## config.mk

```make
export PLATFORM = sky130hd
export DESIGN_NAME = pipe_sequencer_flat
export DESIGN_NICKNAME = d
export VERILOG_FILES = /design/src/rtl/pipe_sequencer_if.sv /design/src/rtl/pipe_sequencer.sv /design/src/flat_wrapper.sv
export SDC_FILE = /design/constraint.sdc
export NUM_CORES = 1
export LEC_CHECK = 0
export CAP_MARGIN = 10
export CORE_UTILIZATION = 30
export CTS_CLUSTER_SIZE = 10
export DETAILED_ROUTE_END_ITERATION = 7
export PLACE_DENSITY = 0.57
export SLEW_MARGIN = 40
export SYNTH_ARGS = -nofsm -noshare
export SYNTH_HDL_FRONTEND = slang
export SYNTH_SLANG_ARGS = --single-unit
export TNS_END_PERCENT = 10
```

## constraint.sdc

```tcl
create_clock -name CLK -period 2.2 [get_ports CLK]
set_input_delay 0.44 -clock CLK [delete_from_list [all_inputs] [get_ports CLK]]
set_output_delay 0.44 -clock CLK [all_outputs]
set_load 0.01 [all_outputs]
```

## src/rtl/pipe_sequencer_if.sv

```systemverilog
// Run-control bus between the clock/button front end and the pipeline sequencer.
// The master side owns ticks, switches and addresses; the slave side returns advance strobes and status.
interface pipe_sequencer_if #(
  parameter int CW = 16
);
  logic          TICK;
  logic          PAUSE;
  logic          STEP_DN;
  logic          BP_EN;
  logic [7:0]    BP_ADDR;
  logic [7:0]    PC;
  logic          ADV;
  logic          FLUSH;
  logic          STEP_DONE;
  logic [2:0]    STATE;
  logic [CW-1:0] CYCLES;

  modport master (
    output TICK, PAUSE, STEP_DN, BP_EN, BP_ADDR, PC,
    input  ADV, FLUSH, STEP_DONE, STATE, CYCLES
  );

  modport slave (
    input  TICK, PAUSE, STEP_DN, BP_EN, BP_ADDR, PC,
    output ADV, FLUSH, STEP_DONE, STATE, CYCLES
  );
endinterface

```

## src/rtl/pipe_sequencer.sv

```systemverilog
// Run-control sequencer: turns ticks, pause, single-step and a PC breakpoint into one advance strobe,
// with a post-reset flush drain so stale pipeline contents retire as bubbles.
module pipe_sequencer #(
  parameter int DEPTH = 4,
  parameter int CW    = 16
) (
  input  logic            CLK,
  input  logic            RST,
  pipe_sequencer_if.slave bus
);

  typedef enum logic [2:0] {
    S_DRAIN  = 3'd0,
    S_RUN    = 3'd1,
    S_PAUSED = 3'd2,
    S_STEP   = 3'd3,
    S_BREAK  = 3'd4
  } state_t;

  localparam logic [3:0] LAST_FLUSH = 4'(DEPTH - 1);

  state_t        state;
  logic [3:0]    drain_cnt;
  logic          skip;
  logic          adv;
  logic          flush;
  logic          step_done;
  logic [CW-1:0] cycles;

  logic bp_hit;
  assign bp_hit = bus.TICK && bus.BP_EN && (bus.PC == bus.BP_ADDR) && !skip;

  // One registered process holds the state and every output so that ADV,
  // FLUSH and STEP_DONE are single-cycle and line up with the new STATE.
  always_ff @(posedge CLK or negedge RST) begin
    if (!RST) begin
      state     <= S_DRAIN;
      drain_cnt <= '0;
      skip      <= 1'b0;
      adv       <= 1'b0;
      flush     <= 1'b0;
      step_done <= 1'b0;
      cycles    <= '0;
    end else begin
      adv       <= 1'b0;
      flush     <= 1'b0;
      step_done <= 1'b0;
      case (state)
        S_DRAIN: begin
          if (bus.TICK) begin
            adv   <= 1'b1;
            flush <= 1'b1;
            if (drain_cnt == LAST_FLUSH) begin
              drain_cnt <= '0;
              skip      <= 1'b1;
              state     <= bus.PAUSE ? S_PAUSED : S_RUN;
            end else begin
              drain_cnt <= drain_cnt + 4'd1;
            end
          end
        end
        S_RUN: begin
          if (bus.PAUSE) begin
            state <= S_PAUSED;
          end else if (bp_hit) begin
            state <= S_BREAK;
          end else if (bus.TICK) begin
            adv  <= 1'b1;
            skip <= 1'b0;
            if (cycles != '1) cycles <= cycles + 1'b1;
          end
        end
        S_PAUSED: begin
          if (bus.STEP_DN) begin
            state <= S_STEP;
          end else if (!bus.PAUSE) begin
            state <= S_RUN;
            skip  <= 1'b1;
          end
        end
        // Entry into STEP is registered after the press, so any tick seen here is strictly later.
        S_STEP: begin
          if (bus.TICK) begin
            adv       <= 1'b1;
            step_done <= 1'b1;
            state     <= bus.PAUSE ? S_PAUSED : S_BREAK;
            if (cycles != '1) cycles <= cycles + 1'b1;
          end
        end
        S_BREAK: begin
          if (bus.STEP_DN) begin
            state <= S_STEP;
          end else if (bus.PAUSE) begin
            state <= S_PAUSED;
          end
        end
        default: state <= S_DRAIN;
      endcase
    end
  end

  assign bus.ADV       = adv;
  assign bus.FLUSH     = flush;
  assign bus.STEP_DONE = step_done;
  assign bus.STATE     = state;
  assign bus.CYCLES    = cycles;

endmodule

```

## src/flat_wrapper.sv

```systemverilog
// flat-port wrapper written by rule: the top's interface ports become plain ports
module pipe_sequencer_flat 
#(
  parameter int DEPTH = 4,
  parameter int CW    = 16
)
  (CLK, RST, bus_TICK, bus_PAUSE, bus_STEP_DN, bus_BP_EN, bus_BP_ADDR, bus_PC, bus_ADV, bus_FLUSH, bus_STEP_DONE, bus_STATE, bus_CYCLES);
  pipe_sequencer_if #(.CW(CW)) bus_i ();
  input  logic CLK;
  input  logic RST;
  input wire logic [$bits(bus_i.TICK)-1:0] bus_TICK;
  input wire logic [$bits(bus_i.PAUSE)-1:0] bus_PAUSE;
  input wire logic [$bits(bus_i.STEP_DN)-1:0] bus_STEP_DN;
  input wire logic [$bits(bus_i.BP_EN)-1:0] bus_BP_EN;
  input wire logic [$bits(bus_i.BP_ADDR)-1:0] bus_BP_ADDR;
  input wire logic [$bits(bus_i.PC)-1:0] bus_PC;
  output wire logic [$bits(bus_i.ADV)-1:0] bus_ADV;
  output wire logic [$bits(bus_i.FLUSH)-1:0] bus_FLUSH;
  output wire logic [$bits(bus_i.STEP_DONE)-1:0] bus_STEP_DONE;
  output wire logic [$bits(bus_i.STATE)-1:0] bus_STATE;
  output wire logic [$bits(bus_i.CYCLES)-1:0] bus_CYCLES;
  assign bus_i.TICK = bus_TICK;
  assign bus_i.PAUSE = bus_PAUSE;
  assign bus_i.STEP_DN = bus_STEP_DN;
  assign bus_i.BP_EN = bus_BP_EN;
  assign bus_i.BP_ADDR = bus_BP_ADDR;
  assign bus_i.PC = bus_PC;
  assign bus_ADV = bus_i.ADV;
  assign bus_FLUSH = bus_i.FLUSH;
  assign bus_STEP_DONE = bus_i.STEP_DONE;
  assign bus_STATE = bus_i.STATE;
  assign bus_CYCLES = bus_i.CYCLES;
  pipe_sequencer #(.DEPTH(DEPTH), .CW(CW)) u_core (.CLK(CLK), .RST(RST), .bus(bus_i));
endmodule
```

# After elaboration in Yosys (flattened, before gate mapping)
# Index checks and enable logic that the tools add are counted.
# word_totals
regBits,27
inputBits,22
output_inout_bits,22
wordCells,71
# classes
add_sub_neg,2
eq_ne,18
mux,32
n_reduce_logical,12
# op_table
operator,count
two-way mux 16 bit,4
case mux 16 bit (2 select lines),1
two-way mux 3 bit,10
adder 16 x 1 -> 16 bit (second input constant),1
!= test 16 bit (second input constant),1
case mux 3 bit (5 select lines),1
!= test 2 bit (second input constant),7
two-way mux 1 bit,12
equality test 8 bit,1
AND reduction 8 bit,1
equality test 3 x 2 -> 1 bit (second input constant),2
!= test 3 bit (second input constant),2
AND reduction 6 bit,1
adder 4 x 1 -> 4 bit (second input constant),1
equality test 4 x 2 -> 1 bit (second input constant),1
two-way mux 4 bit,1
equality test 3 x 1 -> 1 bit (second input constant),1
equality test 3 bit (second input constant),1
logical AND 1 bit,3
logical NOT 3 bit,1
!= test 3 x 2 -> 1 bit (second input constant),1
case mux 1 bit (3 select lines),1
AND reduction 3 bit,1
nonzero test 3 bit,1
other kinds (7),7

# Longest topological paths before layout
# depth
word_depth,6
mapped_depth,7
ltp_nobuf,6

# Worst setup path after synthesis
# OpenSTA, ideal clock, no wires.
# synth_timing
path_type,reg-to-reg
from,register u_core.state[0] (netlist: u_core.bus.STATE[0])
to,register u_core.cycles[11] (netlist: u_core.bus.CYCLES[11])
setup_time_ns,0.128
arrival_ns,1.608
required_time_ns,2.072
setup_slack_ns,0.464
path_stages_with_launch,7
n_path_buf,1
period_less_slack_ns,1.736
cell_sequence,dfrtp_1 inv_1 nor3_1 and4_1 buf_4 nor4_1 mux2_1
# synth_between
elab_chain_cells,3
elab_cells_between_ends,7
classes_between,eq/ne (4); mux (1); reduce/logical (2)
# synth_rtl
item,line_no,text
from (decl),pipe_sequencer.sv:22,state_t state;
from (signal assigned),pipe_sequencer.sv:56,state <= bus.PAUSE ? S_PAUSED : S_RUN;
from (signal assigned),pipe_sequencer.sv:86,state <= bus.PAUSE ? S_PAUSED : S_BREAK;
equality test 3 x 1 -> 1 bit / equality test 3 x 2 -> 1 bit (equally long branches),pipe_sequencer.sv:48,case (state)
!= test 2 bit (no line) / nonzero test 2 bit (equally long branches),n/a,
AND reduction 3 bit (no line),n/a,
to (signal assigned),pipe_sequencer.sv:70,if (cycles != '1) cycles <= cycles + 1'b1;
to (signal assigned),pipe_sequencer.sv:87,if (cycles != '1) cycles <= cycles + 1'b1;
to (decl),pipe_sequencer.sv:28,logic [CW-1:0] cycles;
# Parallel ways exist; a longest one is shown, timed or not.
# A chain may end at the register's enable or synchronous reset.

# Final worst setup path
# layout_timing
from,register u_core.state[2] (netlist: u_core.bus.STATE[2])
to,output bus_STATE[2]
# layout_lines
item,line_no,text
to (decl),flat_wrapper.sv:20,output wire logic [$bits(bus_i.STATE)-1:0] bus_STATE;
# No word-level cell between the ends.

==> out/qor.txt <==
final hold violations = 0
max-capacitance violation count = 0
GP Congestion = 0.8003
final setup vio count = 0
Clk Latency, worst-skew pair = 270 ps
Post CTS Setup Buffer Count = 0
post-detail-place hpwl = 2668 um
worst slew pin tran = 387.4 ps
first drt pass iteration count = 5
Worst Skew = 4.435 ps
Power per Cell Area = 746.2 nW/um^2
buffers plus inverters on the worst setup path = 1
max incr delay on CP = 620 ps
min-delay worst type = reg2reg
CTS Hold Bufs = 0
vias in the first global route = 1280
Slew HR = 74.17%
synthesized instance count = 156
outcome = complete, no violations
final critical-path required period = 1910 ps
TritonCTS clock tree = yes
number of synthesized flops with an enable pin = 0
mapped cell area = 1624 sq um
Max Freq = 523.5 MHz
CP startpoint kind = register
H-tree level count = 1
setup TNS = 0 ps
hold slack final = 497.9 ps
# diodes = 0
Main synth FF type = dfrtp_1
Placement Cell Area = 2201 sq um
crit share post-route = 86.83%
DRT iter0 DRCs = 56
Peak supply drop = 0.4042 mV
clk buf depth = 2
Max FO, Critical Path = 9
I/O pins = 44
first-pass GRT wire length = 5913 um
Worst-path clk slew = 90 ps
antenna violations before repair = 0
register area share after synthesis = 41.60%
Net Count, Synth = 180
number of buffers created by CTS = 3
Yosys cell types = 46
Rows = 26
antenna-violating nets left = 0
Post-synth ARST share = 100.0%
area of the core = 5172 sq um
Cell Chain, Critical Path = clkdlybuf4s50_1
Routed WL per cell = 12.27 um
CP max stage cell = clkdlybuf4s50_1
largest net degree at the start of global routing = 28
synth warn = 0
Area Overhead vs Synth = 38.29%
via count = 1351
fraction of layout cells with a size suffix above 1 = 15.71%
# fillers = 499
Global Route Usage Sum = 13.51%
DR vias/cell = 4.825
Congestion Overflow GR = 0
IO buf count = 43
crit end category = output pin
DRC violations left = 0
Root Buffer = clkbuf_8
Routed Wire Length = 3435 um
Yosys reg bits = 27
Slew Limit Fails = 0
unrepaired setup endpoints after global routing = no
crit path kind = reg2out
Data arrival, critical path = 1470 ps
Final nets = 235
CTS resizes = 0
Die X = 75.58 um
Sink Count = 27
CP required = 1760 ps
Starting Density = 31.40%
leak pwr = 0.9664 nW
final cell area excluding filler cells = 2246 sq um
die height = 75.58 um
Synth Area per Inst = 10.41 sq um
delay-heaviest family, CP = buffers and inverters
DIE AREA = 5712 sq um
[power by group]
part | switching, mW | total [mW] | leakage, nW | internal (mW)
clock network | 0.153 | 0.283 | 0.0228 | 0.130
logic | 0.301 | 0.671 | 0.584 | 0.370
registers | 0.128 | 0.722 | 0.360 | 0.594
[layout make-up]
cell class              instances  area (sq um)  share of cell area (%)
multi-input cells             117         887.1                   39.50
flip-flops and latches         27         675.6                   30.08
repair buffers                 56         528.0                   23.51
well taps                      70         87.58                   3.900
clock buffers                   4         45.04                   2.006
inverters                       6         22.52                   1.003
[synthesized netlist by cell type (all sizes together) (4+ instances only)]
library cell  count  area [sq um]
o21ai             5         25.02
nand4             6         37.54
nand2             9         33.78
nor3             10         55.05
nand3             6         30.03
nor4              9         102.6
mux2              5         56.30
a21oi             7         35.03
buf               4         31.27
xnor2             4         35.03
nor2b             4         32.53
dfrtp            27         675.7
nor2              6         30.03
inv               6         22.52
xor2             19         166.4
[registers in the layout, summed over array words and instances, names as in the netlist]
register and cells:
u_core.bus.STATE 3, u_core.bus.STEP_DONE 1, u_core.bus.CYCLES 16, u_core.bus.FLUSH 1, u_core.bus.ADV 1, u_core.drain_cnt 4, u_core.skip 1
[layer usage]
layer,GRT usage (%),vias up,part of all wire [%]
met5,0,-,0
met4,2.469,0,0.32
met3,2.778,2,4.1
met2,24.01,42,50
met1,17.11,631,45
li1,-,676,-
[path summary, 6_finish.rpt]
kind                                             startpoint                                to  slack [ps]  cells after the start
min in group asynchronous                               RST  u_core.bus.CYCLES[4]$_DFFE_PN0P_         530                      2
hold reg to reg            u_core.bus.CYCLES[5]$_DFFE_PN0P_  u_core.bus.CYCLES[5]$_DFFE_PN0P_         500                      1
setup / recovery            u_core.bus.STATE[2]$_DFFE_PN0P_                      bus_STATE[2]         290                      1
hold / removal             u_core.bus.CYCLES[5]$_DFFE_PN0P_  u_core.bus.CYCLES[5]$_DFFE_PN0P_         500                      1
max in group asynchronous                               RST   u_core.bus.STATE[0]$_DFFE_PN0P_        1410                      2
setup reg to reg           u_core.bus.CYCLES[0]$_DFFE_PN0P_  u_core.bus.CYCLES[1]$_DFFE_PN0P_         330                      6
[stage by stage]
| stage | total power [mW] | instances | worst slack, ps | utilization, % |
|---|---|---|---|---|
| global placement | 1.401 | 276 | -6.632 | 42.55 |
| floorplan | 1.089 | 156 | 464.3 | - |
| detailed placement | 1.412 | 276 | -22.63 | 42.55 |
| CTS | 1.701 | 280 | 265.8 | 43.42 |
| finish | 1.676 | 280 | 289.8 | 43.42 |
| global route | 1.808 | 280 | 155.0 | 43.42 |
[kinds of logic (layout without fill, tap and decap cells)]
| logic type | after synthesis | count (layout) | synth area share, % |
|---|---|---|---|
| adders and majority gates | 2 | 2 | 1.541 |
| AOI/OAI and AO/OA | 21 | 21 | 8.013 |
| DFF | 27 | 27 | 41.60 |
| buffers and inverters | 12 | 66 | 3.774 |
| muxes | 5 | 5 | 3.467 |
| xor gates and xnor gates | 23 | 23 | 12.40 |
| and+or+nand+nor | 66 | 66 | 29.20 |
[cells in the final DEF, fill, tap and decap left out, types with 2 or more instances in the layout]
cell type	netlist	routed
nor2b_1	3	3
xor2_1	19	19
nor3_1	9	9
mux2_1	2	2
nand3_1	6	6
o21ai_0	5	5
xnor2_1	4	4
nand4_1	6	6
nor4b_2	2	2
mux2_2	3	3
clkbuf_8	0	3
and4_1	3	3
nand2_1	9	9
buf_4	2	13
nor4_1	3	3
inv_1	5	5
nor2_1	5	5
dfrtp_1	27	27
ha_1	2	2
clkdlybuf4s50_1	0	43
nand4b_1	2	2
a21oi_1	7	7
and3_1	2	2
nor4_2	5	5
Note: power is estimated with default switching activity, not from simulation.
